--- config.mk ---
export PLATFORM = sky130hd
export DESIGN_NAME = regfile_wb_arbiter
export DESIGN_NICKNAME = d
export VERILOG_FILES = /design/src/rtl/rv_wb_pkg.sv /design/src/rtl/wb_fifo.sv /design/src/rtl/regfile_wb_arbiter.sv
export SDC_FILE = /design/constraint.sdc
export NUM_CORES = 1
export LEC_CHECK = 0
export BUFFER_PORTS_ARGS = -buffer_cell sky130_fd_sc_hd__buf_4
export CORE_MARGIN = 8
export CORE_UTILIZATION = 56
export DETAILED_ROUTE_END_ITERATION = 8
export PLACE_DENSITY = 0.79
export SYNTH_ARGS = -nofsm -noshare
export SYNTH_HDL_FRONTEND = slang
export SYNTH_HIERARCHICAL = 1
export SYNTH_SLANG_ARGS = --single-unit
--- constraint.sdc ---
create_clock -name clk_pi -period 4 [get_ports clk_pi]
set_input_delay 0.2 -clock clk_pi [delete_from_list [all_inputs] [get_ports clk_pi]]
set_output_delay 0.2 -clock clk_pi [all_outputs]
set_load 0.01 [all_outputs]
--- src/rtl/rv_wb_pkg.sv ---
// Shared writeback definitions for the register-file write-port arbiter.
// Holds the default widths and source indices. It also provides the writeback
// entry type and the round-robin pick helper that the arbiter uses.
package rv_wb_pkg;

  localparam int REG_AW  = 5;
  localparam int DATA_W  = 32;
  localparam int SRC_ALU = 0;
  localparam int SRC_LSU = 1;

  typedef struct packed {
    logic [REG_AW-1:0] rd;
    logic [DATA_W-1:0] data;
  } wb_entry_t;

  // Returns 1 when the LSU head should win this cycle.
  // last_grant is 1 when the LSU won the most recent granted cycle.
  // A lone requester always wins. Under contention the source that
  // did not win last time is picked.
  function automatic logic rr_pick_lsu(input logic alu_ne,
                                       input logic lsu_ne,
                                       input logic last_grant);
    return lsu_ne && (!alu_ne || !last_grant);
  endfunction

endpackage

--- src/rtl/wb_fifo.sv ---
// Small synchronous FIFO for one writeback source.
// Ports:
//   clk, rst    : clock and synchronous active-high reset (pointers and count only)
//   push, pop   : enqueue din / dequeue head; the caller never pushes when full
//                 and never pops when empty
//   din, head   : entry in / oldest entry out (head is valid when !empty)
//   full, empty : occupancy flags
module wb_fifo #(
  parameter int DEPTH = 2,
  parameter int W     = 37
) (
  input  logic         clk,
  input  logic         rst,
  input  logic         push,
  input  logic         pop,
  input  logic [W-1:0] din,
  output logic [W-1:0] head,
  output logic         full,
  output logic         empty
);

  localparam int AW = $clog2(DEPTH);
  localparam logic [AW:0] FULL_CNT = (AW+1)'(DEPTH);

  logic [W-1:0]  mem [DEPTH];
  logic [AW-1:0] wr_ptr;
  logic [AW-1:0] rd_ptr;
  logic [AW:0]   count;

  // Pointers wrap naturally because DEPTH is a power of two
  always_ff @(posedge clk) begin
    if (rst) begin
      wr_ptr <= '0;
      rd_ptr <= '0;
      count  <= '0;
    end else begin
      if (push) wr_ptr <= wr_ptr + 1'b1;
      if (pop)  rd_ptr <= rd_ptr + 1'b1;
      case ({push, pop})
        2'b10:   count <= count + 1'b1;
        2'b01:   count <= count - 1'b1;
        default: count <= count;
      endcase
    end
  end

  // Storage is not reset; the count alone decides what is valid
  always_ff @(posedge clk) begin
    if (push) mem[wr_ptr] <= din;
  end

  assign head  = mem[rd_ptr];
  assign full  = (count == FULL_CNT);
  assign empty = (count == '0);

endmodule

--- src/rtl/regfile_wb_arbiter.sv ---
// Shares the register file's single write port between the ALU (source 0)
// and the LSU load return (source 1). Each source has its own FIFO. A
// round-robin arbiter pops one head per cycle, and the winner is registered
// onto the register-file write inputs. Writes to x0 are accepted but dropped.
// Ports:
//   clk_pi, reset_pi        : clock, synchronous active-high reset
//   alu_valid/ready/rd/data : ALU writeback handshake and payload
//   lsu_valid/ready/rd/data : LSU writeback handshake and payload
//   destReg_po, we_po,
//   writeData_po            : registered register-file write port
//   pending_po              : registered FIFO non-empty flags (bit0 ALU, bit1 LSU)
module regfile_wb_arbiter #(
  parameter int FIFO_DEPTH = 2,
  parameter int DATA_W     = 32,
  parameter int REG_AW     = 5
) (
  input  logic              clk_pi,
  input  logic              reset_pi,
  input  logic              alu_valid_pi,
  output logic              alu_ready_po,
  input  logic [REG_AW-1:0] alu_rd_pi,
  input  logic [DATA_W-1:0] alu_data_pi,
  input  logic              lsu_valid_pi,
  output logic              lsu_ready_po,
  input  logic [REG_AW-1:0] lsu_rd_pi,
  input  logic [DATA_W-1:0] lsu_data_pi,
  output logic [REG_AW-1:0] destReg_po,
  output logic              we_po,
  output logic [DATA_W-1:0] writeData_po,
  output logic [1:0]        pending_po
);

  import rv_wb_pkg::*;

  typedef struct packed {
    logic [REG_AW-1:0] rd;
    logic [DATA_W-1:0] data;
  } entry_t;

  localparam int EW = $bits(entry_t);

  logic   alu_full, alu_empty, lsu_full, lsu_empty;
  logic   alu_push, lsu_push, alu_pop, lsu_pop;
  entry_t alu_in, lsu_in, alu_head, lsu_head;
  logic   last_grant;
  logic   win_lsu_p0;
  logic   vld_p0;
  entry_t win_p0;

  // ---- Stage p0: accept, x0 filter, arbitrate on FIFO heads ----
  // Ready follows the FIFO count only. A pop in the same cycle does not
  // reopen a full FIFO.
  assign alu_ready_po = !alu_full && !reset_pi;
  assign lsu_ready_po = !lsu_full && !reset_pi;

  // x0 writes complete the handshake but never occupy a slot
  assign alu_push = alu_valid_pi && alu_ready_po && (alu_rd_pi != '0);
  assign lsu_push = lsu_valid_pi && lsu_ready_po && (lsu_rd_pi != '0);

  assign alu_in = '{rd: alu_rd_pi, data: alu_data_pi};
  assign lsu_in = '{rd: lsu_rd_pi, data: lsu_data_pi};

  wb_fifo #(.DEPTH(FIFO_DEPTH), .W(EW)) u_alu_fifo (
    .clk   (clk_pi),
    .rst   (reset_pi),
    .push  (alu_push),
    .pop   (alu_pop),
    .din   (alu_in),
    .head  (alu_head),
    .full  (alu_full),
    .empty (alu_empty)
  );

  wb_fifo #(.DEPTH(FIFO_DEPTH), .W(EW)) u_lsu_fifo (
    .clk   (clk_pi),
    .rst   (reset_pi),
    .push  (lsu_push),
    .pop   (lsu_pop),
    .din   (lsu_in),
    .head  (lsu_head),
    .full  (lsu_full),
    .empty (lsu_empty)
  );

  assign vld_p0     = !alu_empty || !lsu_empty;
  assign win_lsu_p0 = rr_pick_lsu(!alu_empty, !lsu_empty, last_grant);
  assign alu_pop    = vld_p0 && !win_lsu_p0;
  assign lsu_pop    = vld_p0 && win_lsu_p0;
  assign win_p0     = win_lsu_p0 ? lsu_head : alu_head;

  // ---- Stage p1: registered register-file write port ----
  always_ff @(posedge clk_pi) begin
    if (reset_pi) begin
      we_po        <= 1'b0;
      destReg_po   <= '0;
      writeData_po <= '0;
      pending_po   <= '0;
      last_grant   <= 1'(SRC_LSU);
    end else begin
      we_po               <= vld_p0;
      pending_po[SRC_ALU] <= !alu_empty;
      pending_po[SRC_LSU] <= !lsu_empty;
      if (vld_p0) begin
        destReg_po   <= win_p0.rd;
        writeData_po <= win_p0.data;
        last_grant   <= win_lsu_p0;
      end
    end
  end

endmodule

; Word level (Yosys, flattened, before mapping)
; Memory sizes are Yosys's and may differ from the RTL's. A register that Yosys moved wholly into a read port is not among the register bits.
; Index checks and enable logic that the tools add are counted.
[totals]
regBits = 49
ram_bits = 148
input_bits = 78
output_inout_bits = 42
word_cells = 62
mem_count = 2
[memory_table]
columns = memory, depth, word_bits, read_ports, rd_clocked_by_memory_dff, wr, line
row1 = u_alu_fifo.mem, 2, 37, 1, 1, 1, wb_fifo.sv:25  ; logic [W-1:0] mem [DEPTH];
row2 = u_lsu_fifo.mem, 2, 37, 1, 1, 1, wb_fifo.sv:25
[classes]
n_addsub = 8
n_eq_ne = 6
n_mux = 11
n_reduce_logical = 24
[ops]
columns = operator, count
row1 = 2-to-1 mux 37 bit, 1
row2 = nonzero test 5 bit, 2
row3 = logical AND 1 bit, 9
row4 = "equality test 2 bit, second input constant", 4
row5 = 2-to-1 mux 1 bit, 8
row6 = case mux 2 bit (2 select lines), 2
row7 = zero test 1 bit, 7
row8 = "adder 1 bit, second input constant", 4
row9 = "adder 2 x 1 -> 2 bit, second input constant", 2
row10 = "equality test 2 x 1 -> 1 bit, second input constant", 2
row11 = zero test 2 bit, 2
row12 = nonzero test 2 bit, 2
row13 = "subtractor 2 x 1 -> 2 bit, second input constant", 2
row14 = logical OR 1 bit, 2

; Longest topological paths before layout
; Gate-level depths: netlist of the first run.
[depth]
ltp_word = 7
depth_mapped = 11

; Hierarchy
; Netlist of the first run, hierarchy kept.
[by_module_without_submodules]
columns = module, instances, cells_each, area_per_inst_um2, seq_area_each_um2
row1 = wb_fifo, 2, 137, 2871.5, 2322.2
row2 = regfile_wb_arbiter, 1, 234, 2029.4, 820.8

; Worst setup path after synthesis of the first run
; Ideal clock, no wire load.
[synth_timing]
path_kind = reg-to-reg
start = register u_alu_fifo.count[0]
end = memory u_alu_fifo.mem[0][0], enable pin
t_arrival_ns = 2.713
path_slack_ns = 0.855
path_stages_with_launch = 7
path_buffers = 0
cell_sequence = dfxtp_1 and2b_2 nor2_1 nand2_1 a21oi_1 inv_1 nor2_1
[synth_via]
elab_chain_cells = 7
[synth_lines]
columns = item, line
row1 = "start, declared", wb_fifo.sv:28  ; logic [AW:0] count;
row2 = "start signal, assigned", wb_fifo.sv:40  ; 2'b10: count <= count + 1'b1;
row3 = "start signal, assigned", wb_fifo.sv:41  ; 2'b01: count <= count - 1'b1;
row4 = "start signal, assigned", wb_fifo.sv:42  ; default: count <= count;
row5 = equality test 2 bit, wb_fifo.sv:53  ; assign full = (count == FULL_CNT);
row6 = named net alu_full, regfile_wb_arbiter.sv:42  ; logic alu_full, alu_empty, lsu_full, lsu_empty;
row7 = zero test 1 bit, regfile_wb_arbiter.sv:53  ; assign alu_ready_po = !alu_full && !reset_pi;
row8 = logical AND 1 bit, regfile_wb_arbiter.sv:53
row9 = named net alu_ready_po, regfile_wb_arbiter.sv:20  ; output logic alu_ready_po,
row10 = logical AND 1 bit (2 in a row), regfile_wb_arbiter.sv:57  ; assign alu_push = alu_valid_pi && alu_ready_po && (alu_rd_pi != '0);
row11 = named net alu_push, regfile_wb_arbiter.sv:43  ; logic alu_push, lsu_push, alu_pop, lsu_pop;
row12 = 2-to-1 mux 1 bit, wb_fifo.sv:49  ; if (push) mem[wr_ptr] <= din;
row13 = 2-to-1 mux 1 bit (implied by the code), wb_fifo.sv:49
row14 = "end, declared", wb_fifo.sv:25
; The timed path passes the listed nets, and every way through them passes these cells.

; Worst setup path in the final report of the first run
[layout_timing]
start = register u_lsu_fifo.count[0]
end = memory u_lsu_fifo.mem[0][24], enable pin
[layout_via]
elab_chain_cells = 7
[layout_lines]
columns = item, line
row1 = "start, declared", wb_fifo.sv:28
row2 = "start signal, assigned", wb_fifo.sv:40
row3 = "start signal, assigned", wb_fifo.sv:41
row4 = "start signal, assigned", wb_fifo.sv:42
row5 = equality test 2 bit, wb_fifo.sv:53
row6 = named net lsu_full, regfile_wb_arbiter.sv:42
row7 = zero test 1 bit, regfile_wb_arbiter.sv:54  ; assign lsu_ready_po = !lsu_full && !reset_pi;
row8 = logical AND 1 bit, regfile_wb_arbiter.sv:54
row9 = logical AND 1 bit (2 in a row), regfile_wb_arbiter.sv:58  ; assign lsu_push = lsu_valid_pi && lsu_ready_po && (lsu_rd_pi != '0);
row10 = named net lsu_push, regfile_wb_arbiter.sv:43
row11 = 2-to-1 mux 1 bit, wb_fifo.sv:49
row12 = 2-to-1 mux 1 bit (implied by the code), wb_fifo.sv:49
row13 = "end, declared", wb_fifo.sv:25
; The timed path passes the listed nets, and every way through them passes these cells.

==> results of run 1 <==
-- layout by cell type, fill, tap and decap left out, drive strengths merged --
cell type and n:
or3 2, a21oi 5, dfxtp 51, and2b 2
a211oi 37, nor2 56, bufinv 3, mux2 74
dlygate4sd3 74, o21bai 38, nor2b 2, ha 2
o21ai 2, inv 4, clkbuf 17, nand2 3
buf 127, and2 3, clkinv 9, xor2 2
nor3 39, xnor2 6, clkinvlp 2, or2 1
edfxtp 148
-- metal layers --
layer  GRT usage, %  wire, um
met2           34.9      8980
met1           21.2      6380
met3           5.50      1080
met5              0         0
met4           6.67       245
-- power groups by stage --
stage	logic [mW]	clock network (mW)	registers, mW
final	2.08	1.72	2.69
after global routing	2.28	1.82	2.71
after CTS	2.08	1.74	2.68
after detailed placement	2.01	0	2.72
after global placement	1.97	0	2.71
after floorplan	1.42	0	2.74
-- worst register-to-register path, delay by kind of cell, from the launching register on --
kind	cells	cell delay (ps)
DFF	1	420
buffers and inverters	1	150
and+or+nand+nor	4	1310
AOI/OAI and AO/OA	1	260
-- sequential cells by signal, indices dropped and copies added (netlist names), named ones only --
name / flops
u_alu_fifo/wr_ptr: 1
we_po: 1
u_alu_fifo/mem: 74
u_lsu_fifo/rd_ptr: 1
u_lsu_fifo/wr_ptr: 1
pending_po: 2
u_lsu_fifo/mem: 74
destReg_po: 5
u_lsu_fifo/count: 2
u_alu_fifo/rd_ptr: 1
u_alu_fifo/count: 2
last_grant: 1
writeData_po: 32
-- cell families after synthesis --
| family | after synthesis | share of synthesized area [%] |
|---|---|---|
| muxes | 74 | 10.7 |
| AOI/OAI and AO/OA | 82 | 8.92 |
| DFF | 199 | 70.3 |
| adders and majority gates | 2 | 0.322 |
| buffers and inverters | 35 | 2.56 |
| and+or+nand+nor | 108 | 6.26 |
| xor gates and xnor gates | 8 | 0.902 |
-- worst max path at each step --
| stage | end | slack [ps] | cells after the start |
|---|---|---|---|
| 2_1_floorplan | u_alu_fifo/mem[0][0] | 860 | 6 |
| 3_3_place_gp | u_alu_fifo/count[1] | 1620 | 7 |
| 3_5_place_dp | u_lsu_fifo/mem[0][28] | 1510 | 6 |
| 4_1_cts | u_lsu_fifo/mem[0][11] | 1480 | 6 |
| 5_1_grt | u_alu_fifo/count[1] | 1270 | 7 |
| 6_report | u_lsu_fifo/mem[0][24] | 1480 | 6 |
-- metrics by stage --
stage	hold slack [ps]	instances	cell area (um^2)
2_1_floorplan	269	508	7770
6_report	213	889	10100
3_3_place_gp	387	783	8780
5_1_grt	243	889	10100
3_5_place_dp	389	783	8780
4_1_cts	197	889	10100
-- layout make-up --
class	instances	area, um^2
multi-input combinational	274	2130
clock inverter	15	180
tap	180	225
clock buffer	17	425
fill	838	3590
sequential	199	5470
inverter	3	11.3
timing repair buffer	201	1690
-- repair_timing --
item,in CTS,in global routing
setup endpoints to repair,0,0
hold buffers,74,0
gates resized for setup,0,0
endpoints found under the hold margin,148,0
==> results.md, run 1 <==
- Area growth, synth to finish: 30.3%
- Worst hold stages: 2
- WL per Instance: 18.8 um
- Period utilisation layout: 63.0%
- Category of the most critical setup path: reg2reg
- Via count of the first global-routing pass: 5224
- Status: finished, final reports clean
- Slowest cell delay on critical path: 850 ps
- Ratio of routed vias to standard cells: 5.35
- Count of antenna-violating nets left after detailed routing: 0
- Total number of placement rows: 43
- Setup crit start: u_lsu_fifo/count[0]
- Sequential fraction of the synthesis area: 70.3%
- Total congestion overflow: 0
- Fraction of the core area covered by cells at the end of the flow: 73.8%
- Clk pwr share: 26.5%
- Deepest clock path buffer count: 2
- Post-CTS setup buffers: 0
- Most numerous cell in the Yosys netlist: edfxtp_1
- First DRT Iteration DRCs: 303
- Slew at the pin closest to its max-slew limit: 1090 ps
- First-pass iteration count of the detailed router: 4
- Worst endpoint required time: 4040 ps
- Maximum number of pins on one net before global-route repair: 54
- Final worst-path setup slack: 1480 ps
- Overall Power: 6.49 mW
- Y dimension of the die: 134 um
- Routed wire length: 16700 um
- Final weighted congestion of routability-driven global placement: 0.813
- IR Drop Worst-Case VDD: 0.465 mV
- Distinct cell type count after synthesis: 27
- Max-Slew Margin vs Limit: 27.0%
- Fraction of synthesized cell area taken by the top area cell type: 57.2%
- Number of flip-flops and latches in the synthesized netlist: 199
- Synthesized instance count: 508
- Sw frac: 31.9%
- Worst Hold End: u_lsu_fifo/rd_ptr
- Cell area after technology mapping: 0.00777 mm^2
- Source-to-sink clock delay at the later pin of the worst-skew pair: 430 ps
- Total Neg Setup Slack: 0 ps
- Setup slack at placement: 1510 ps
- Series of cell instances along the critical path: and2b_2, nor2_1, nand2_1, a21oi_1, inv_1, nor2_4
- Post-synth top flop: edfxtp_1
- Number of buffers inserted by port buffering: 119
- Min Tclk post-route: 2520 ps
- Clock sink count: 199
- Dominant delay contributor by cell family on the critical path: simple AND/OR/NAND/NOR gates
- Unrepaired setup endpoints after global routing: false
- Number of buffers and inverters on the critical path: 1
- H-tree lvl count: 4
- Initial antenna violation count: 0
- Global-route usage over all layers: 19.3%
- Final count of hold timing violations: 0
- Initial core utilization: 56.7%
- Startpoint of the most critical register-to-register path: u_lsu_fifo/count[0]
- Mean cell area of the mapped netlist: 15.3 um^2
- Register-to-register setup slack: 1480 ps
- Cell Int Power: 4.42 mW
- Reg clk slew, reported paths: 70 ps
- Ant. Diodes: 0
- Number of CTS-inserted buffers: 17
- Critical path capture point type: flip-flop
- Number of setup violations in the final report: 0
- Kind of launch point of the worst setup path: flip-flop
- Worst Skew: 6.16 ps
- Post-DP HPWL: 11000 um
- Seq pwr share: 41.5%
- Worst endpoint data arrival time: 2560 ps
- R2r endpoint: u_lsu_fifo/mem[0][24]
- Core Area: 0.0137 mm^2
- Most area-hungry cell type in the Yosys netlist: edfxtp_1
- Leakage Power: 3.72 nW
- Share of async-settable or async-resettable flops after synthesis: 0%
- Highest net fanout along the worst path: 37
- Power dissipated by switching net loads: 2.07 mW
- Most frequent cells after synthesis: edfxtp_1 (148), mux2_2 (74), nor2_1 (56), dfxtp_1 (51), nor3_1 (39)
- Reg2reg path depth: 6
- CTS tree: done
- Power Dens Cells: 640 mW/mm^2
- DRC violation count after routing: 0
- Top area cells in the synthesized netlist: edfxtp_1 (57%), dfxtp_1 (13%), mux2_2 (11%), o21bai_1 (3.7%), a211oi_2 (3.1%)
- Post-synth EDFFs: 148
- Master cell of the clock root buffer: clkbuf_16
- I/O pin count: 120
- Achievable frequency: 0.397 GHz
- Yosys warning total: 6
- Start point of the worst min-delay path: reset_pi
- Fraction of final layout cells sized beyond drive strength 1: 36.7%
- Die Wd: 134 um
- Count of vias placed by the detailed router: 4754
- Worst min path class: in2reg
- Max-cap violation count: 0
- Max-slew violations: 0
- Combinational Power Share: 32.0%
- Final net count: 776
- Die Area: 0.0179 mm^2
- Net Count, Synth: 588
- Global-route wire length before repair: 26500 um
- Library cell contributing the largest single delay on the critical path: nor2_4
Note: power is estimated with default switching activity, not from simulation.
==> run 2: changes to the inputs <==
- clock period: 4 -> 2.51 ns (I/O delays scaled with it)
==> run 2 against run 1 <==
Clock skew barely moved. Flip-flop and latch count stayed put. Clock power is 60% higher. Setup slack got worse by 1100 ps. Clock-buffer cell count did not move. Combinational power is 62% higher. Cell area rose by 0.89%.
==> results.md, run 2 (same netlist as run 1, synthesis figures left out) <==
- Number of setup violations in the final report: 0
- Achievable frequency: 0.469 GHz
- Total Neg Setup Slack: 0 ps
- Period utilisation layout: 84.9%
- CTS tree: done
- DRC violation count after routing: 0
- Power Dens Cells: 1020 mW/mm^2
- Master cell of the clock root buffer: clkbuf_16
- Global-route wire length before repair: 26600 um
- Post-DP HPWL: 11300 um
- Die Area: 0.0179 mm^2
- Number of buffers inserted by port buffering: 119
- Library cell contributing the largest single delay on the critical path: dfxtp_1
- Reg clk slew, reported paths: 70 ps
- Total number of placement rows: 43
- Highest net fanout along the worst path: 4
- Worst min path class: in2reg
- Y dimension of the die: 134 um
- IR Drop Worst-Case VDD: 0.773 mV
- Cell Int Power: 7.08 mW
- Count of vias placed by the detailed router: 4765
- Sw frac: 32.0%
- Die Wd: 134 um
- Routed wire length: 16900 um
- H-tree lvl count: 4
- Final weighted congestion of routability-driven global placement: 0.869
- Kind of launch point of the worst setup path: flip-flop
- Worst Skew: 6.16 ps
- Worst endpoint data arrival time: 2490 ps
- Clock sink count: 199
- Crit path top cell by count: a21oi_1
- Source-to-sink clock delay at the later pin of the worst-skew pair: 430 ps
- Number of fillers in the final layout: 867
- Start point of the worst min-delay path: alu_valid_pi
- Multi-input gate area: 0.00213 mm^2
- Setup slack at placement: 388 ps
- Final Non-Filler Cells: 896
- Setup crit start: u_alu_fifo/count[0]
- Deepest clock path buffer count: 2
- Final net count: 783
- Most frequent cells in the layout: edfxtp_1 (148), buf_4 (130), dlygate4sd3_1 (75)
- Clk pwr share: 26.4%
- Seq pwr share: 41.4%
- Largest registers: u_alu_fifo/mem: 74 flops, u_lsu_fifo/mem: 74 flops, writeData_po: 32 flops
- Ratio of routed vias to standard cells: 5.32
- Leakage Power: 3.76 nW
- Number of CTS-inserted buffers: 17
- Cells after DPL: 789
- Startpoint of the most critical register-to-register path: u_alu_fifo/count[0]
- First-pass iteration count of the detailed router: 5
- Total congestion overflow: 0
- Maximum number of pins on one net before global-route repair: 47
- Global-route usage over all layers: 19.5%
- Area growth, synth to finish: 31.5%
- Final count of hold timing violations: 0
- Slew at the pin closest to its max-slew limit: 729 ps
- Register area: 0.00547 mm^2
- Power dissipated by switching net loads: 3.33 mW
- Series of cell instances along the critical path: and2b_2, nor2_1, nand2_1, a21oi_1, inv_1, ha_1, or3_1, a21oi_1
- Combinational Power Share: 32.2%
- Via count of the first global-routing pass: 5218
- Count of antenna-violating nets left after detailed routing: 0
- Initial antenna violation count: 0
- First DRT Iteration DRCs: 304
- Initial core utilization: 56.7%
- Category of the most critical setup path: reg2reg
- Critical path capture point type: flip-flop
- Status: finished, final reports clean
- Unrepaired setup endpoints after global routing: false
- Max-Slew Margin vs Limit: 51.3%
- Ant. Diodes: 0
- WL per Instance: 18.9 um
- Max-cap violation count: 0
- Worst endpoint required time: 2870 ps
- Min Tclk post-route: 2130 ps
- Max-slew violations: 0
- Core Area: 0.0137 mm^2
- Fraction of final layout cells sized beyond drive strength 1: 36.9%
- Slowest cell delay on critical path: 390 ps
- Most frequent standard cell in the layout excluding fill and tap cells: edfxtp_1
- Final worst-path setup slack: 380 ps
- I/O pin count: 120
## run 2: cell types whose count changed in the layout (fill, tap and decap cells not counted), sizes merged
| cell | before | now |
|---|---|---|
| buf | 127 | 133 |
| clkinvlp | 2 | 3 |
| clkinv | 9 | 6 |
| inv | 4 | 6 |
| dlygate4sd3 | 74 | 75 |
## run 2: routing by layer
layer	global-route usage, %	part of all wire, %	vias up
li1	-	-	2294
met1	21.2	39	2300
met2	35.2	53	150
met3	5.83	6.6	21
met4	7.36	1.7	0
met5	0	0	-
## run 2: power by group through the flow
stage          registers (mW)  logic (mW)  clock network (mW)
5_1_grt                  4.35        3.67                2.91
3_3_place_gp             4.34        3.20                   0
4_1_cts                  4.30        3.39                2.79
6_report                 4.31        3.36                2.75
2_1_floorplan            4.37        2.27                   0
3_5_place_dp             4.36        3.28                   0
## run 2: path summary, 6_finish.rpt
path,to,slack [ps],cells after the start
hold reg to reg,u_lsu_fifo/count[1],510,2
hold / removal,u_alu_fifo/wr_ptr,140,5
setup reg to reg,u_alu_fifo/count[1],380,8
setup / recovery,u_alu_fifo/count[1],380,8
## run 2: what timing repair did
action                    4_1_cts  5_1_grt
hold buffers                   75        0
hold endpoints to repair      153        0
buffers inserted                0        0
resized for setup               0        0
## run 2: layout make-up
type / instances / share of cell area, %
clock buffers: 17 / 4.16
clock inverters: 15 / 1.74
inverters: 3 / 0.110
multi-input cells: 274 / 20.8
flip-flops and latches: 199 / 53.5
well taps: 180 / 2.20
repair buffers: 208 / 17.5
## run 2: critical path, delay by kind of cell (launching register included)
family | cells | cell delay [ps]
DFF | 1 | 390
adders and majority gates | 1 | 350
and+or+nand+nor | 4 | 770
AOI/OAI and AO/OA | 2 | 400
buffers and inverters | 1 | 140
## run 2: stage by stage
step	hold slack, ps	power [mW]	cell area [um^2]	utilization, %
2_1_floorplan	195	6.64	7790	-
3_3_place_gp	310	7.55	8870	64.6
3_5_place_dp	314	7.64	8870	64.6
4_1_cts	134	10.5	10200	74.5
5_1_grt	147	10.9	10200	74.5
6_report	144	10.4	10200	74.5
==> run 3: changes to the inputs <==
- ABC_AREA: not set -> 1
- CORE_UTILIZATION: 56 -> 57
- PLACE_DENSITY: 0.79 -> 0.8
- clock period: 2.51 -> 2.2 ns (I/O delays scaled with it)
==> run 3 against run 2 <==
Critical path depth rose by 3. Sequential power up 15%. Sequential share of layout area decreased by 2.0 points. Synthesized cell count rose by 20%. Critical endpoint is now u_lsu_fifo/count[1]. Hold slack worse by 43 ps. Cell area is 4.0% higher. Clock skew up 3.7 ps. First-iteration DRC count increased by 61%. Global-route usage grew 2.0 points. Fmax increased by 18%.
==> results.md, run 3 <==
- Die Area: 0.0186 mm^2
- Final count of hold timing violations: 0
- Deepest clock path buffer count: 2
- Total congestion overflow: 0
- Worst Skew: 9.84 ps
- Status: finished, final reports clean
- Worst min path class: in2reg
- Number of setup violations in the final report: 0
- Initial core utilization: 57.6%
- Start point of the worst min-delay path: alu_valid_pi
- Reg2reg path depth: 11
- Number of flip-flops and latches in the synthesized netlist: 199
- Ratio of routed vias to standard cells: 5.40
- Slowest cell delay on critical path: 400 ps
- Master cell of the clock root buffer: clkbuf_16
- Via count of the first global-routing pass: 5761
- Period utilisation layout: 82.0%
- Mean cell area of the mapped netlist: 13.6 um^2
- Net Count, Synth: 689
- Slew at the pin closest to its max-slew limit: 730 ps
- Share of async-settable or async-resettable flops after synthesis: 0%
- Core Area: 0.0144 mm^2
- Worst endpoint data arrival time: 2180 ps
- DRC violation count after routing: 0
- Min Tclk post-route: 1800 ps
- Source-to-sink clock delay at the later pin of the worst-skew pair: 430 ps
- Final net count: 886
- Final weighted congestion of routability-driven global placement: 0.836
- Total number of placement rows: 44
- Area growth, synth to finish: 28.5%
- Number of CTS-inserted buffers: 17
- Worst endpoint required time: 2570 ps
- Post-synth top flop: edfxtp_1
- Most area-hungry cell type in the Yosys netlist: edfxtp_1
- Power Dens Cells: 1190 mW/mm^2
- Library cell contributing the largest single delay on the critical path: dfxtp_1
- Highest net fanout along the worst path: 5
- Reg clk slew, reported paths: 70 ps
- Critical path capture point type: flip-flop
- Count of vias placed by the detailed router: 5422
- Most frequent cells after synthesis: edfxtp_1 (148), nand2_1 (89), nand3_1 (75), mux2_4 (60), inv_1 (55)
- Sequential fraction of the synthesis area: 66.1%
- Cell area after technology mapping: 0.00827 mm^2
- Routed wire length: 19500 um
- Max-cap violation count: 0
- Top area cells in the synthesized netlist: edfxtp_1 (54%), dfxtp_1 (12%), mux2_4 (11%), nand3_1 (4.5%), nand2_1 (4.0%)
- Initial antenna violation count: 0
- Post-synth EDFFs: 148
- Number of buffers inserted by port buffering: 119
- Final Non-Filler Cells: 1004
- Most numerous cell in the Yosys netlist: edfxtp_1
- IR Drop Worst-Case VDD: 0.767 mV
- WL per Instance: 19.4 um
- Clock sink count: 199
- Largest registers: u_alu_fifo/mem: 74 flops, u_lsu_fifo/mem: 74 flops, writeData_po: 32 flops
- Count of antenna-violating nets left after detailed routing: 0
- Distinct cell type count after synthesis: 22
- Synthesized instance count: 609
- Worst Hold End: u_alu_fifo/wr_ptr
- Most frequent standard cell in the layout excluding fill and tap cells: edfxtp_1
- Fraction of synthesized cell area taken by the top area cell type: 53.7%
- Max-slew violations: 0
- Leakage Power: 4.44 nW
- Unrepaired setup endpoints after global routing: false
- Y dimension of the die: 136 um
- H-tree lvl count: 4
- Final worst-path setup slack: 396 ps
- Category of the most critical setup path: reg2reg
- Post-DP HPWL: 12300 um
- Total Neg Setup Slack: 0 ps
- Fraction of the core area covered by cells at the end of the flow: 73.9%
- Yosys warning total: 6
- First-pass iteration count of the detailed router: 5
- Cells after DPL: 896
- Maximum number of pins on one net before global-route repair: 39
- Setup slack at placement: 485 ps
- Register-to-register setup slack: 400 ps
- CTS tree: done
- Worst hold stages: 5
- Achievable frequency: 0.554 GHz
- Startpoint of the most critical register-to-register path: u_lsu_fifo/count[0]
- Max-Slew Margin vs Limit: 51.2%
- Die Wd: 136 um
- First DRT Iteration DRCs: 489
- Kind of launch point of the worst setup path: flip-flop
- Series of cell instances along the critical path: nor2_1, nor2_1, nand3_1, inv_1, inv_1, ha_1, inv_1, nand2_1, nor2_1, nor2_1, nor2_1
- I/O pin count: 120
- Global-route usage over all layers: 21.6%
- Most frequent cells in the layout: edfxtp_1 (148), buf_4 (128), nand2_1 (89)
- Fraction of final layout cells sized beyond drive strength 1: 30.3%
- Crit path top cell by count: nor2_1
- Global-route wire length before repair: 30400 um
- Post-CTS setup buffers: 0
- R2r endpoint: u_lsu_fifo/count[1]
==> run 3: changes by cell type after synthesis, sizes merged, moves of 35 or more <==
cell | before | now
nand3b | 0 | 36
a211oi | 37 | 0
nor3 | 39 | 4
nand2 | 3 | 89
nand3 | 0 | 75
o21bai | 38 | 0
inv | 3 | 58
==> run 3: power breakdown <==
part	internal [mW]	total, mW	switching (mW)
logic	2.03	4.56	2.53
registers	4.60	4.95	0.355
clock network	1.71	3.11	1.41
==> run 3: logic make-up after synthesis <==
kind of cell | count (synthesis) | share of synthesized area (%)
mux | 74 | 12.8
flops | 199 | 66.1
buf+inv | 89 | 6.49
simple gates | 236 | 13.7
fa+ha+maj | 2 | 0.303
xor+xnor | 2 | 0.212
compound gates | 7 | 0.424
==> run 3: through the flow <==
stage / cell area, um^2 / hold slack, ps / power, mW
finish: 10600 / 101 / 12.6
CTS: 10600 / 82.3 / 12.7
global placement: 9280 / 295 / 9.28
detailed placement: 9280 / 299 / 9.43
global route: 10600 / 110 / 13.3
floorplan: 8290 / 182 / 8.32
==> run 3: repair_timing <==
action                                 CTS  global route
endpoints found under the hold margin  155             0
hold buffers                            75             0
resized for setup                        0             0
==> run 3: critical path, delay by kind of cell (launching register included) <==
kind	cells	cell delay [ps]
and+or+nand+nor	7	720
DFF	1	400
adders and majority gates	1	340
buffers and inverters	3	290
==> run 3: cell type report <==
class	count	area (um^2)
antenna	1	2.50
clock buffer	18	429
clock inverter	14	163
fill	876	3740
inverter	58	218
multi-input combinational	321	2280
sequential	199	5470
tap	184	230
timing repair buffer	209	1830
==> run 3: worst max-delay path by stage <==
| stage | depth (start not counted) | start | endpoint |
|---|---|---|---|
| 4_1_cts | 12 | u_alu_fifo/count[1] | u_alu_fifo/count[1] |
| 5_1_grt | 11 | u_lsu_fifo/count[0] | u_alu_fifo/count[1] |
| 3_5_place_dp | 11 | u_lsu_fifo/count[0] | u_alu_fifo/count[1] |
| 6_report | 11 | u_lsu_fifo/count[0] | u_lsu_fifo/count[1] |
| 3_3_place_gp | 7 | u_lsu_fifo/count[0] | u_lsu_fifo/mem[1][1] |
| 2_1_floorplan | 6 | u_alu_fifo/count[0] | u_alu_fifo/mem[1][0] |
==> run 3: metal layers <==
| layer | vias up | part of all wire, % | global-route usage (%) |
|---|---|---|---|
| li1 | 2514 | - | - |
| met2 | 258 | 52 | 38.1 |
| met5 | - | 0 | 0 |
| met4 | 0 | 1.5 | 6.83 |
| met1 | 2620 | 38 | 25.2 |
| met3 | 30 | 8.0 | 5.58 |
